===== src/rtl/lfsr_decrypt_ctrl_if.sv =====
// Signal bundle between the decrypt controller and its datapath
// (dat_mem plus the six-LFSR bank), with the host start/status lines.
interface lfsr_decrypt_ctrl_if;
  logic        start;
  logic [7:0]  data_out;
  logic [35:0] lfsr_state;
  logic [7:0]  raddr;
  logic [7:0]  waddr;
  logic        wr_en;
  logic [7:0]  data_in;
  logic        load_lfsr;
  logic        lfsr_en;
  logic [2:0]  tap_sel;
  logic [3:0]  pad_ct;
  logic        busy;
  logic        done;
  logic        err;

  // Environment side: host, memory and LFSR bank
  modport master (
    output start, data_out, lfsr_state,
    input  raddr, waddr, wr_en, data_in, load_lfsr, lfsr_en,
           tap_sel, pad_ct, busy, done, err
  );

  // Controller side
  modport slave (
    input  start, data_out, lfsr_state,
    output raddr, waddr, wr_en, data_in, load_lfsr, lfsr_en,
           tap_sel, pad_ct, busy, done, err
  );
endinterface


===== src/rtl/lfsr_decrypt_ctrl.sv =====
// Sequencer for LFSR stream decryption: seeds six candidate LFSRs from the
// first ciphertext symbol, trains them over the preamble, identifies the
// tap pattern, then streams plaintext to memory with leading pads moved
// to the tail of a fixed-length output block.
module lfsr_decrypt_ctrl #(
  parameter int unsigned SRC_BASE = 64,
  parameter int unsigned DST_BASE = 0,
  parameter int unsigned MSG_LEN  = 64,
  parameter int unsigned PRE_LEN  = 7,
  parameter logic [7:0]  PAD      = 8'h5F,
  parameter logic [5:0]  KEY      = 6'h1F,
  parameter int unsigned MAX_PAD  = 15
) (
  input logic                 clk,
  input logic                 init_n,
  lfsr_decrypt_ctrl_if.slave  bus
);

  localparam int unsigned CW = 9;

  typedef enum logic [2:0] {
    S_IDLE, S_LOAD, S_TRAIN, S_DECRYPT, S_FILL, S_DONE
  } state_t;

  state_t        r_state;
  logic [CW-1:0] r_c;
  logic [7:0]    r_waddr;
  logic [2:0]    r_tap_sel;
  logic [3:0]    r_pad_ct;
  logic          r_err;
  logic          r_skip;

  logic [5:0]    w_st [8];
  logic [5:0]    w_ks;
  logic [5:0]    w_sym;
  logic [7:0]    w_dec;
  logic [7:0]    w_rd_addr;
  logic [2:0]    w_match_ct;
  logic [2:0]    w_match_idx;
  logic          w_drop;
  logic          w_last;

  logic [7:0]    w_raddr;
  logic          w_wr_en;
  logic [7:0]    w_data_in;
  logic          w_load_lfsr;
  logic          w_lfsr_en;
  logic          w_busy;
  logic          w_done;

  // Unpack the LFSR bank; unused slots 6/7 read as zero
  always_comb begin
    for (int i = 0; i < 8; i++) w_st[i] = '0;
    for (int i = 0; i < 6; i++) w_st[i] = bus.lfsr_state[6*i +: 6];
  end

  assign w_ks      = w_st[r_tap_sel];
  assign w_sym     = bus.data_out[5:0] ^ KEY;
  assign w_dec     = bus.data_out ^ {2'b00, w_ks};
  assign w_rd_addr = 8'(SRC_BASE) + r_c[7:0] - 8'd1;
  assign w_last    = (r_c == CW'(MSG_LEN));
  assign w_drop    = r_skip && (w_dec == PAD) && (r_pad_ct < 4'(MAX_PAD));

  // Count LFSR candidates whose state matches the current keystream symbol
  always_comb begin
    w_match_ct  = '0;
    w_match_idx = '0;
    for (int i = 0; i < 6; i++) begin
      if (w_st[i] == w_sym) begin
        w_match_ct  = w_match_ct + 3'd1;
        w_match_idx = 3'(i);
      end
    end
  end

  // Same-cycle memory/LFSR controls decoded from state
  always_comb begin
    w_raddr     = 8'(SRC_BASE);
    w_wr_en     = 1'b0;
    w_data_in   = w_dec;
    w_load_lfsr = 1'b0;
    w_lfsr_en   = 1'b0;
    w_busy      = 1'b1;
    w_done      = 1'b0;
    case (r_state)
      S_IDLE:    w_busy = 1'b0;
      S_LOAD:    w_load_lfsr = 1'b1;
      S_TRAIN: begin
        w_raddr   = w_rd_addr;
        w_lfsr_en = 1'b1;
      end
      S_DECRYPT: begin
        w_raddr   = w_rd_addr;
        w_lfsr_en = 1'b1;
        w_wr_en   = !w_drop;
      end
      S_FILL: begin
        w_wr_en   = 1'b1;
        w_data_in = PAD;
      end
      S_DONE: begin
        w_busy = 1'b0;
        w_done = 1'b1;
      end
      default: w_busy = 1'b0;
    endcase
  end

  // Sequencer state, counters and held status
  always_ff @(posedge clk or negedge init_n) begin
    if (!init_n) begin
      r_state   <= S_IDLE;
      r_c       <= '0;
      r_waddr   <= 8'(DST_BASE);
      r_tap_sel <= '0;
      r_pad_ct  <= '0;
      r_err     <= 1'b0;
      r_skip    <= 1'b0;
    end else begin
      case (r_state)
        S_IDLE: if (bus.start) r_state <= S_LOAD;
        S_LOAD: begin
          r_c      <= CW'(1);
          r_pad_ct <= '0;
          r_err    <= 1'b0;
          r_waddr  <= 8'(DST_BASE);
          r_skip   <= 1'b1;
          r_state  <= S_TRAIN;
        end
        S_TRAIN: begin
          r_c <= r_c + CW'(1);
          if (r_c == CW'(PRE_LEN)) begin
            if (w_match_ct == 3'd1) begin
              r_tap_sel <= w_match_idx;
              r_state   <= S_DECRYPT;
            end else begin
              r_err   <= 1'b1;
              r_state <= S_DONE;
            end
          end
        end
        S_DECRYPT: begin
          r_c <= r_c + CW'(1);
          if (w_drop) begin
            r_pad_ct <= r_pad_ct + 4'd1;
          end else begin
            r_skip  <= 1'b0;
            r_waddr <= r_waddr + 8'd1;
          end
          if (w_last) begin
            r_c     <= CW'(1);
            r_state <= (w_drop || (r_pad_ct != 4'd0)) ? S_FILL : S_DONE;
          end
        end
        S_FILL: begin
          r_waddr <= r_waddr + 8'd1;
          r_c     <= r_c + CW'(1);
          if (r_c == CW'(r_pad_ct)) r_state <= S_DONE;
        end
        S_DONE: if (!bus.start) r_state <= S_IDLE;
        default: r_state <= S_IDLE;
      endcase
    end
  end

  assign bus.raddr     = w_raddr;
  assign bus.waddr     = r_waddr;
  assign bus.wr_en     = w_wr_en;
  assign bus.data_in   = w_data_in;
  assign bus.load_lfsr = w_load_lfsr;
  assign bus.lfsr_en   = w_lfsr_en;
  assign bus.tap_sel   = r_tap_sel;
  assign bus.pad_ct    = r_pad_ct;
  assign bus.busy      = w_busy;
  assign bus.done      = w_done;
  assign bus.err       = r_err;

endmodule


===== src/flat_wrapper.sv =====
// flat-port wrapper written by rule: the top's interface ports become plain ports
module lfsr_decrypt_ctrl_flat 
#(
  parameter int unsigned SRC_BASE = 64,
  parameter int unsigned DST_BASE = 0,
  parameter int unsigned MSG_LEN  = 64,
  parameter int unsigned PRE_LEN  = 7,
  parameter logic [7:0]  PAD      = 8'h5F,
  parameter logic [5:0]  KEY      = 6'h1F,
  parameter int unsigned MAX_PAD  = 15
)
  (clk, init_n, bus_start, bus_data_out, bus_lfsr_state, bus_raddr, bus_waddr, bus_wr_en, bus_data_in, bus_load_lfsr, bus_lfsr_en, bus_tap_sel, bus_pad_ct, bus_busy, bus_done, bus_err);
  lfsr_decrypt_ctrl_if bus_i ();
  input logic clk;
  input logic init_n;
  input wire logic [$bits(bus_i.start)-1:0] bus_start;
  input wire logic [$bits(bus_i.data_out)-1:0] bus_data_out;
  input wire logic [$bits(bus_i.lfsr_state)-1:0] bus_lfsr_state;
  output wire logic [$bits(bus_i.raddr)-1:0] bus_raddr;
  output wire logic [$bits(bus_i.waddr)-1:0] bus_waddr;
  output wire logic [$bits(bus_i.wr_en)-1:0] bus_wr_en;
  output wire logic [$bits(bus_i.data_in)-1:0] bus_data_in;
  output wire logic [$bits(bus_i.load_lfsr)-1:0] bus_load_lfsr;
  output wire logic [$bits(bus_i.lfsr_en)-1:0] bus_lfsr_en;
  output wire logic [$bits(bus_i.tap_sel)-1:0] bus_tap_sel;
  output wire logic [$bits(bus_i.pad_ct)-1:0] bus_pad_ct;
  output wire logic [$bits(bus_i.busy)-1:0] bus_busy;
  output wire logic [$bits(bus_i.done)-1:0] bus_done;
  output wire logic [$bits(bus_i.err)-1:0] bus_err;
  assign bus_i.start = bus_start;
  assign bus_i.data_out = bus_data_out;
  assign bus_i.lfsr_state = bus_lfsr_state;
  assign bus_raddr = bus_i.raddr;
  assign bus_waddr = bus_i.waddr;
  assign bus_wr_en = bus_i.wr_en;
  assign bus_data_in = bus_i.data_in;
  assign bus_load_lfsr = bus_i.load_lfsr;
  assign bus_lfsr_en = bus_i.lfsr_en;
  assign bus_tap_sel = bus_i.tap_sel;
  assign bus_pad_ct = bus_i.pad_ct;
  assign bus_busy = bus_i.busy;
  assign bus_done = bus_i.done;
  assign bus_err = bus_i.err;
  lfsr_decrypt_ctrl #(.SRC_BASE(SRC_BASE), .DST_BASE(DST_BASE), .MSG_LEN(MSG_LEN), .PRE_LEN(PRE_LEN), .PAD(PAD), .KEY(KEY), .MAX_PAD(MAX_PAD)) u_core (.clk(clk), .init_n(init_n), .bus(bus_i));
endmodule

===== config.mk =====
export PLATFORM = sky130hd
export DESIGN_NAME = lfsr_decrypt_ctrl_flat
export DESIGN_NICKNAME = d
export VERILOG_FILES = /design/src/rtl/lfsr_decrypt_ctrl_if.sv /design/src/rtl/lfsr_decrypt_ctrl.sv /design/src/flat_wrapper.sv
export SDC_FILE = /design/constraint.sdc
export NUM_CORES = 1
export LEC_CHECK = 0
export BUFFER_PORTS_ARGS = -buffer_cell sky130_fd_sc_hd__buf_4
export CAP_MARGIN = 20
export CORE_MARGIN = 2
export CORE_UTILIZATION = 47
export DETAILED_ROUTE_END_ITERATION = 12
export PLACE_DENSITY = 0.72
export SLEW_MARGIN = 10
export SYNTH_ARGS = -nofsm -noshare
export SYNTH_HDL_FRONTEND = slang
export SYNTH_SLANG_ARGS = --single-unit

===== constraint.sdc =====
create_clock -name clk -period 6.87 [get_ports clk]
set_clock_uncertainty 0.05 [all_clocks]
set_input_delay 0 -clock clk [delete_from_list [all_inputs] [get_ports clk]]
set_output_delay 0 -clock clk [all_outputs]
set_load 0.005 [all_outputs]

# Yosys cells after proc, flatten, opt, wreduce, memory -nomap -nowiden

Cells that the tools add are included.

Logic and storage cells: 105
Bits of input ports: 47
Output and inout bits: 37
Flip-flop bits (word level): 29

Mux-type cells: 40
Bitwise operators: 3
Equal/unequal tests: 24
Reductions and logical operators: 19
Add/sub/neg operators: 10
Order comparisons: 2

Operator list:

| kind                | count |
|---|---|
| $mux 3              | 13 |
| $eq 6x6->1          | 6 |
| $pmux 9 s3          | 1 |
| $mux 8              | 3 |
| $pmux 8 s3          | 1 |
| $bmux 6 s3          | 1 |
| $pmux 3 s6          | 1 |
| $add 3x1->3 const B | 4 |
| $mux 6              | 2 |
| $mux 1              | 10 |
| $add 9x1->9 const B | 1 |
| $eq 9x3->1 const B  | 1 |
| $eq 9x4->1          | 1 |
| $eq 9x7->1 const B  | 1 |
| $mux 9              | 1 |
| $add 7x8->8 const A | 1 |
| $add 8x1->8 const B | 1 |
| $eq 8x7->1 const B  | 1 |
| $ne 2x1->1 const B  | 4 |
| $ne 2x2->1 const B  | 4 |
| $pmux 4 s2          | 1 |
| $sub 8x1->8 const B | 1 |
| $xor 8x6->8         | 1 |
| $eq 3x1->1 const B  | 2 |
| other kinds (23)    | 35 |

# Depth between registers and ports, before layout

Word-level depth: 17
Mapped depth: 22
Mapped depth without buffers: 21

# Worst setup path after synthesis

No wires, ideal clock.

Path kind: input to register
From: input bus_data_out[4]
To: register u_core.r_tap_sel[0] (netlist: u_core.bus.tap_sel[0])
Library setup time: 0.128 ns
Path slack: 2.853 ns
Stages: 19
Required time: 6.692 ns
Arrival: 3.839 ns
Cells stage by stage: buf_2 -> xnor2_1 -> nor4_1 -> nand3_1 -> inv_1 -> ha_1 -> inv_1 -> a21oi_2 -> or2_2 -> ha_1 -> and2_1 -> a21o_1 -> ha_1 -> nor2_1 -> nor2_1 -> ha_1 -> or4_4 -> a211oi_4 -> mux2_1

Cells in the longest elaborated chain, start to end: 15
Elaborated cells on any way between the ends: 25
Those cells by class: 5 x add/sub; 7 x eq/ne; 11 x mux; 1 x bitwise; 1 x reduce/logical

Ends and longest elaborated chain:

| element                           | line                     | RTL |
|---|---|---|
| start: declaration                | flat_wrapper.sv:17       | `input wire logic [$bits(bus_i.data_out)-1:0] bus_data_out;` |
| $not 5->5 (no source line) (*)    | n/a                      |  |
| $eq 6x6->1                        | lfsr_decrypt_ctrl.sv:69  | `if (w_st[i] == w_sym) begin` |
| $mux 1                            | lfsr_decrypt_ctrl.sv:69  |  |
| $add 1x1->2                       | lfsr_decrypt_ctrl.sv:70  | `w_match_ct = w_match_ct + 3'd1;` |
| $mux 3                            | lfsr_decrypt_ctrl.sv:69  |  |
| $add 3x1->3                       | lfsr_decrypt_ctrl.sv:70  |  |
| $mux 3                            | lfsr_decrypt_ctrl.sv:69  |  |
| $add 3x1->3                       | lfsr_decrypt_ctrl.sv:70  |  |
| $mux 3                            | lfsr_decrypt_ctrl.sv:69  |  |
| $add 3x1->3                       | lfsr_decrypt_ctrl.sv:70  |  |
| $mux 3                            | lfsr_decrypt_ctrl.sv:69  |  |
| $add 3x1->3                       | lfsr_decrypt_ctrl.sv:70  |  |
| $mux 3                            | lfsr_decrypt_ctrl.sv:69  |  |
| $eq 3x1->1                        | lfsr_decrypt_ctrl.sv:133 | `if (w_match_ct == 3'd1) begin` |
| $reduce_and 3->1 (no source line) | n/a                      |  |
| end signal: assignment            | lfsr_decrypt_ctrl.sv:134 | `r_tap_sel <= w_match_idx;` |
| end: declaration                  | lfsr_decrypt_ctrl.sv:28  | `logic [2:0] r_tap_sel;` |

Mark *: on every way between the ends. The rest lies on a longest branch, timed or not.
A chain may end at the register's enable or synchronous reset.

# Worst setup path in the final report

From: input bus_data_out[4]
To: register u_core.r_tap_sel[2] (netlist: u_core.bus.tap_sel[2])

The elaborated chain is that of the path after synthesis.

==> flow_metrics.env <==
export IMPL_min_path_type="in2async"
export IMPL_drive_gt1_frac=0.2365
export IMPL_crit_path_start_kind="primary input"
export IMPL_root_buffer="clkbuf_8"
export IMPL_post_cts_buffers=0
export IMPL_seq_area_frac_synth=0.2172
export IMPL_reg2reg_from="u_core.bus.tap_sel[0]"
export IMPL_path_common_cell="ha_1"
export IMPL_worst_ep_required_time_ns=7.01
export IMPL_first_global_vias=3093
export IMPL_p_per_area_mw_per_mm2=244.6
export IMPL_first_iter_violations=216
export IMPL_cp_top_family="simple AND/OR/NAND/NOR gates"
export IMPL_fin_setup_tns_ns=0
export IMPL_crit_type="in2reg"
export IMPL_rsz0062_at_grt="no"
export IMPL_num_rows=30
export IMPL_num_nets_final=539
export IMPL_finalHoldViolations=0
export IMPL_rrSetupSlack_ns=3.26
export IMPL_wl_per_cell_um=15.54
export IMPL_ant_nets=0
export IMPL_die_y_um=88.31
export IMPL_cts_buffer_depth=2
export IMPL_status="finished clean"
export IMPL_cts_sinks=29
export IMPL_cap_violations=0
export IMPL_insertedDiodeCount=0
export IMPL_drv_slew=0
export IMPL_finalWirelength_mm=8.983
export IMPL_fmaxAchievable_mhz=246.6
export IMPL_synth_edf_count=0
export IMPL_dieArea_sq_mm=0.007799
export IMPL_numPortBuffers=83
export IMPL_slowest_stage="or4_4"
export IMPL_cp_slowest_stage_delay_ns=0.57
export IMPL_worstPathArrival_ns=4.19
export IMPL_htree_num_levels=2
export IMPL_finalCritPeriodShare=0.5903
export IMPL_cts_buffers=5
export IMPL_overflow=0
export IMPL_endpoint_kind="flip-flop"
export IMPL_setup_viol=0
export IMPL_yosysUniqueCellTypes=68
export IMPL_maxSlewHeadroom=0.3825
export IMPL_grt_max_degree=30
export IMPL_gp_congestion=0.8637
export IMPL_core_sq_mm=0.006832
export IMPL_syn_nets=474
export IMPL_leakage_nw=1.792
export IMPL_ys_warn_count=0
export IMPL_r2r_cells=7
export IMPL_ys_flop_type="dfrtp_1"
export IMPL_ys_ff_latch=29
export IMPL_cts_tree="done"
export IMPL_clk_latency_ns=0.30
export IMPL_fin_crit_ns=4.056
export IMPL_post_route_util=0.5973
export IMPL_synthCells=416
export IMPL_cts_resized=0
export IMPL_clk_pin_slew_worst_paths_ns=0.08
export IMPL_antenna_found_initial=0
export IMPL_peakVddDrop_uv=130.5
export IMPL_drt_pass1_iter_count=4
export IMPL_die_x_um=88.31
export IMPL_synthArstFlopShare=1.000
export IMPL_drt_drc_violations_left=0
export IMPL_tightest_slew_ns=0.9263
export IMPL_start_util=0.4890
export IMPL_crit_buf_inv=3
export IMPL_r2r_end="u_core.bus.waddr[2]"
export IMPL_track_usage=0.2374
export IMPL_vias=3222
export IMPL_syn_to_final_growth_pct=22.13
export IMPL_syn_area_per_cell_sq_um=8.031
export IMPL_synth_area_sq_mm=0.003341
export IMPL_post_dp_hpwl_mm=6.763
export IMPL_viasPerCell=5.574
export IMPL_crit_path_cell_trace="buf_4 -> xnor2_1 -> nor4_1 -> nand3_1 -> inv_1 -> ha_1 -> inv_1 -> a21oi_2 -> or2_2 -> ha_1 -> and2_1 -> a21o_1 -> ha_1 -> nor2_1 -> nor2_1 -> ha_1 -> or4_4 -> a211oi_4 -> mux2_1"
export IMPL_critPathMaxFanout=12
export IMPL_grt_pass1_wl_mm=14.92
export IMPL_io_pins=84
-- layer usage --
layer,global-route usage,up-vias,wire length [um]
met3,0.03265,8,374
met4,0.03444,0,51
met2,0.3869,82,4246
met1,0.3437,1539,4311
met5,0,-,0
li1,-,1593,-
-- cells in the mapped netlist (3+ instances only) --
| library cell | number | share of area |
|---|---|---|
| mux2i_1 | 22 | 0.066 |
| or4_1 | 3 | 0.0067 |
| or2_2 | 3 | 0.0056 |
| a22o_1 | 3 | 0.0079 |
| ha_1 | 11 | 0.041 |
| a21oi_1 | 18 | 0.027 |
| nor3_1 | 15 | 0.022 |
| dfrtp_1 | 29 | 0.22 |
| nand4_1 | 6 | 0.011 |
| nand3_1 | 14 | 0.021 |
| o21ai_0 | 15 | 0.022 |
| a21o_1 | 3 | 0.0067 |
| a211oi_1 | 3 | 0.0067 |
| nor2b_1 | 7 | 0.013 |
| or3_1 | 3 | 0.0056 |
| nor2_1 | 38 | 0.043 |
| mux2_1 | 3 | 0.010 |
| mux2_2 | 3 | 0.010 |
| nand3b_1 | 5 | 0.011 |
| nand2b_1 | 7 | 0.013 |
| and2_1 | 5 | 0.0094 |
| o21ai_1 | 3 | 0.0045 |
| xor2_1 | 27 | 0.071 |
| nand2_1 | 35 | 0.039 |
| o31ai_1 | 5 | 0.011 |
| nor3b_1 | 4 | 0.0090 |
| inv_1 | 17 | 0.019 |
| clkbuf_1 | 15 | 0.017 |
| nor4_1 | 7 | 0.013 |
| xnor2_1 | 30 | 0.079 |
| or3b_2 | 3 | 0.0079 |
| nand4bb_1 | 3 | 0.010 |
| buf_2 | 7 | 0.010 |
-- flip-flops by register name, indices dropped and copies added (netlist names) --
register,cells
u_core.bus.tap_sel,3
u_core.bus.waddr,8
u_core.bus.pad_ct,4
u_core.r_state,3
u_core.r_skip,1
u_core.bus.err,1
u_core.r_c,9
-- placed cells by master, fill, tap and decap left out, drive strengths merged, types with 5 or more instances in the layout --
master	instances
clkbuf	5
mux2	6
nor3	15
nor2	38
and2	7
mux2i	22
nand2	35
o21ai	18
xnor2	31
nor2b	7
dfrtp	29
nand3	14
nand2b	7
nand4	6
nor4	8
o31ai	5
a21oi	19
inv	17
xor2	27
ha	11
nand3b	5
buf	83
-- stage by stage --
step / hold slack [ns] / cells / total power [mW] / instance area, sq um / setup slack [ns]
floorplan: -0.3456 / 416 / 0.6176 / 3341 / 2.853
CTS: 0.1121 / 578 / 0.9932 / 4080 / 2.813
finish: 0.1129 / 578 / 0.9978 / 4080 / 2.814
global placement: -0.1033 / 569 / 0.7926 / 3955 / 2.660
global route: 0.1500 / 578 / 1.073 / 4080 / 2.592
detailed placement: -0.1013 / 569 / 0.8069 / 3955 / 2.530
-- kinds of logic after synthesis --
| group | count (synthesis) | share of synthesized area |
|---|---|---|
| buf+inv | 44 | 0.05880 |
| xor+xnor | 58 | 0.1543 |
| fa+ha+maj | 11 | 0.04120 |
| mux | 30 | 0.09962 |
| compound gates | 69 | 0.1382 |
| flops | 29 | 0.2172 |
| simple gates | 175 | 0.2906 |
-- repair_timing --
item | in CTS | in global routing
hold endpoints to repair | 29 | 0
setup endpoints to repair | 0 | 0
hold buffers | 1 | 0
-- worst max-delay path by stage --
stage | start | to | slack, ns | cells past startpoint
after floorplan | bus_data_out[4] | u_core.bus.tap_sel[0] | 2.85 | 19
after global placement | bus_data_out[5] | u_core.bus.tap_sel[2] | 2.66 | 19
after detailed placement | bus_data_out[4] | u_core.bus.tap_sel[2] | 2.53 | 19
after CTS | bus_data_out[4] | u_core.bus.tap_sel[2] | 2.81 | 19
after global routing | bus_data_out[4] | u_core.bus.tap_sel[1] | 2.59 | 19
final | bus_data_out[4] | u_core.bus.tap_sel[2] | 2.81 | 19
-- area by class of cell --
type	instances	area, sq um
Tap cell	96	120.1
Clock buffer	5	68.82
Fill cell	643	2751
Timing Repair Buffer	84	633.1
Inverter	18	67.56
Sequential cell	29	725.7
Clock inverter	3	46.29
Multi-Input combinational cell	343	2419
-- power by group --
| group | switching, mW | internal, mW | total [mW] |
|---|---|---|---|
| clock | 0.0775 | 0.108 | 0.186 |
| sequential | 0.0974 | 0.204 | 0.302 |
| combinational | 0.274 | 0.236 | 0.510 |
Power figures use the tool's default switching activity.
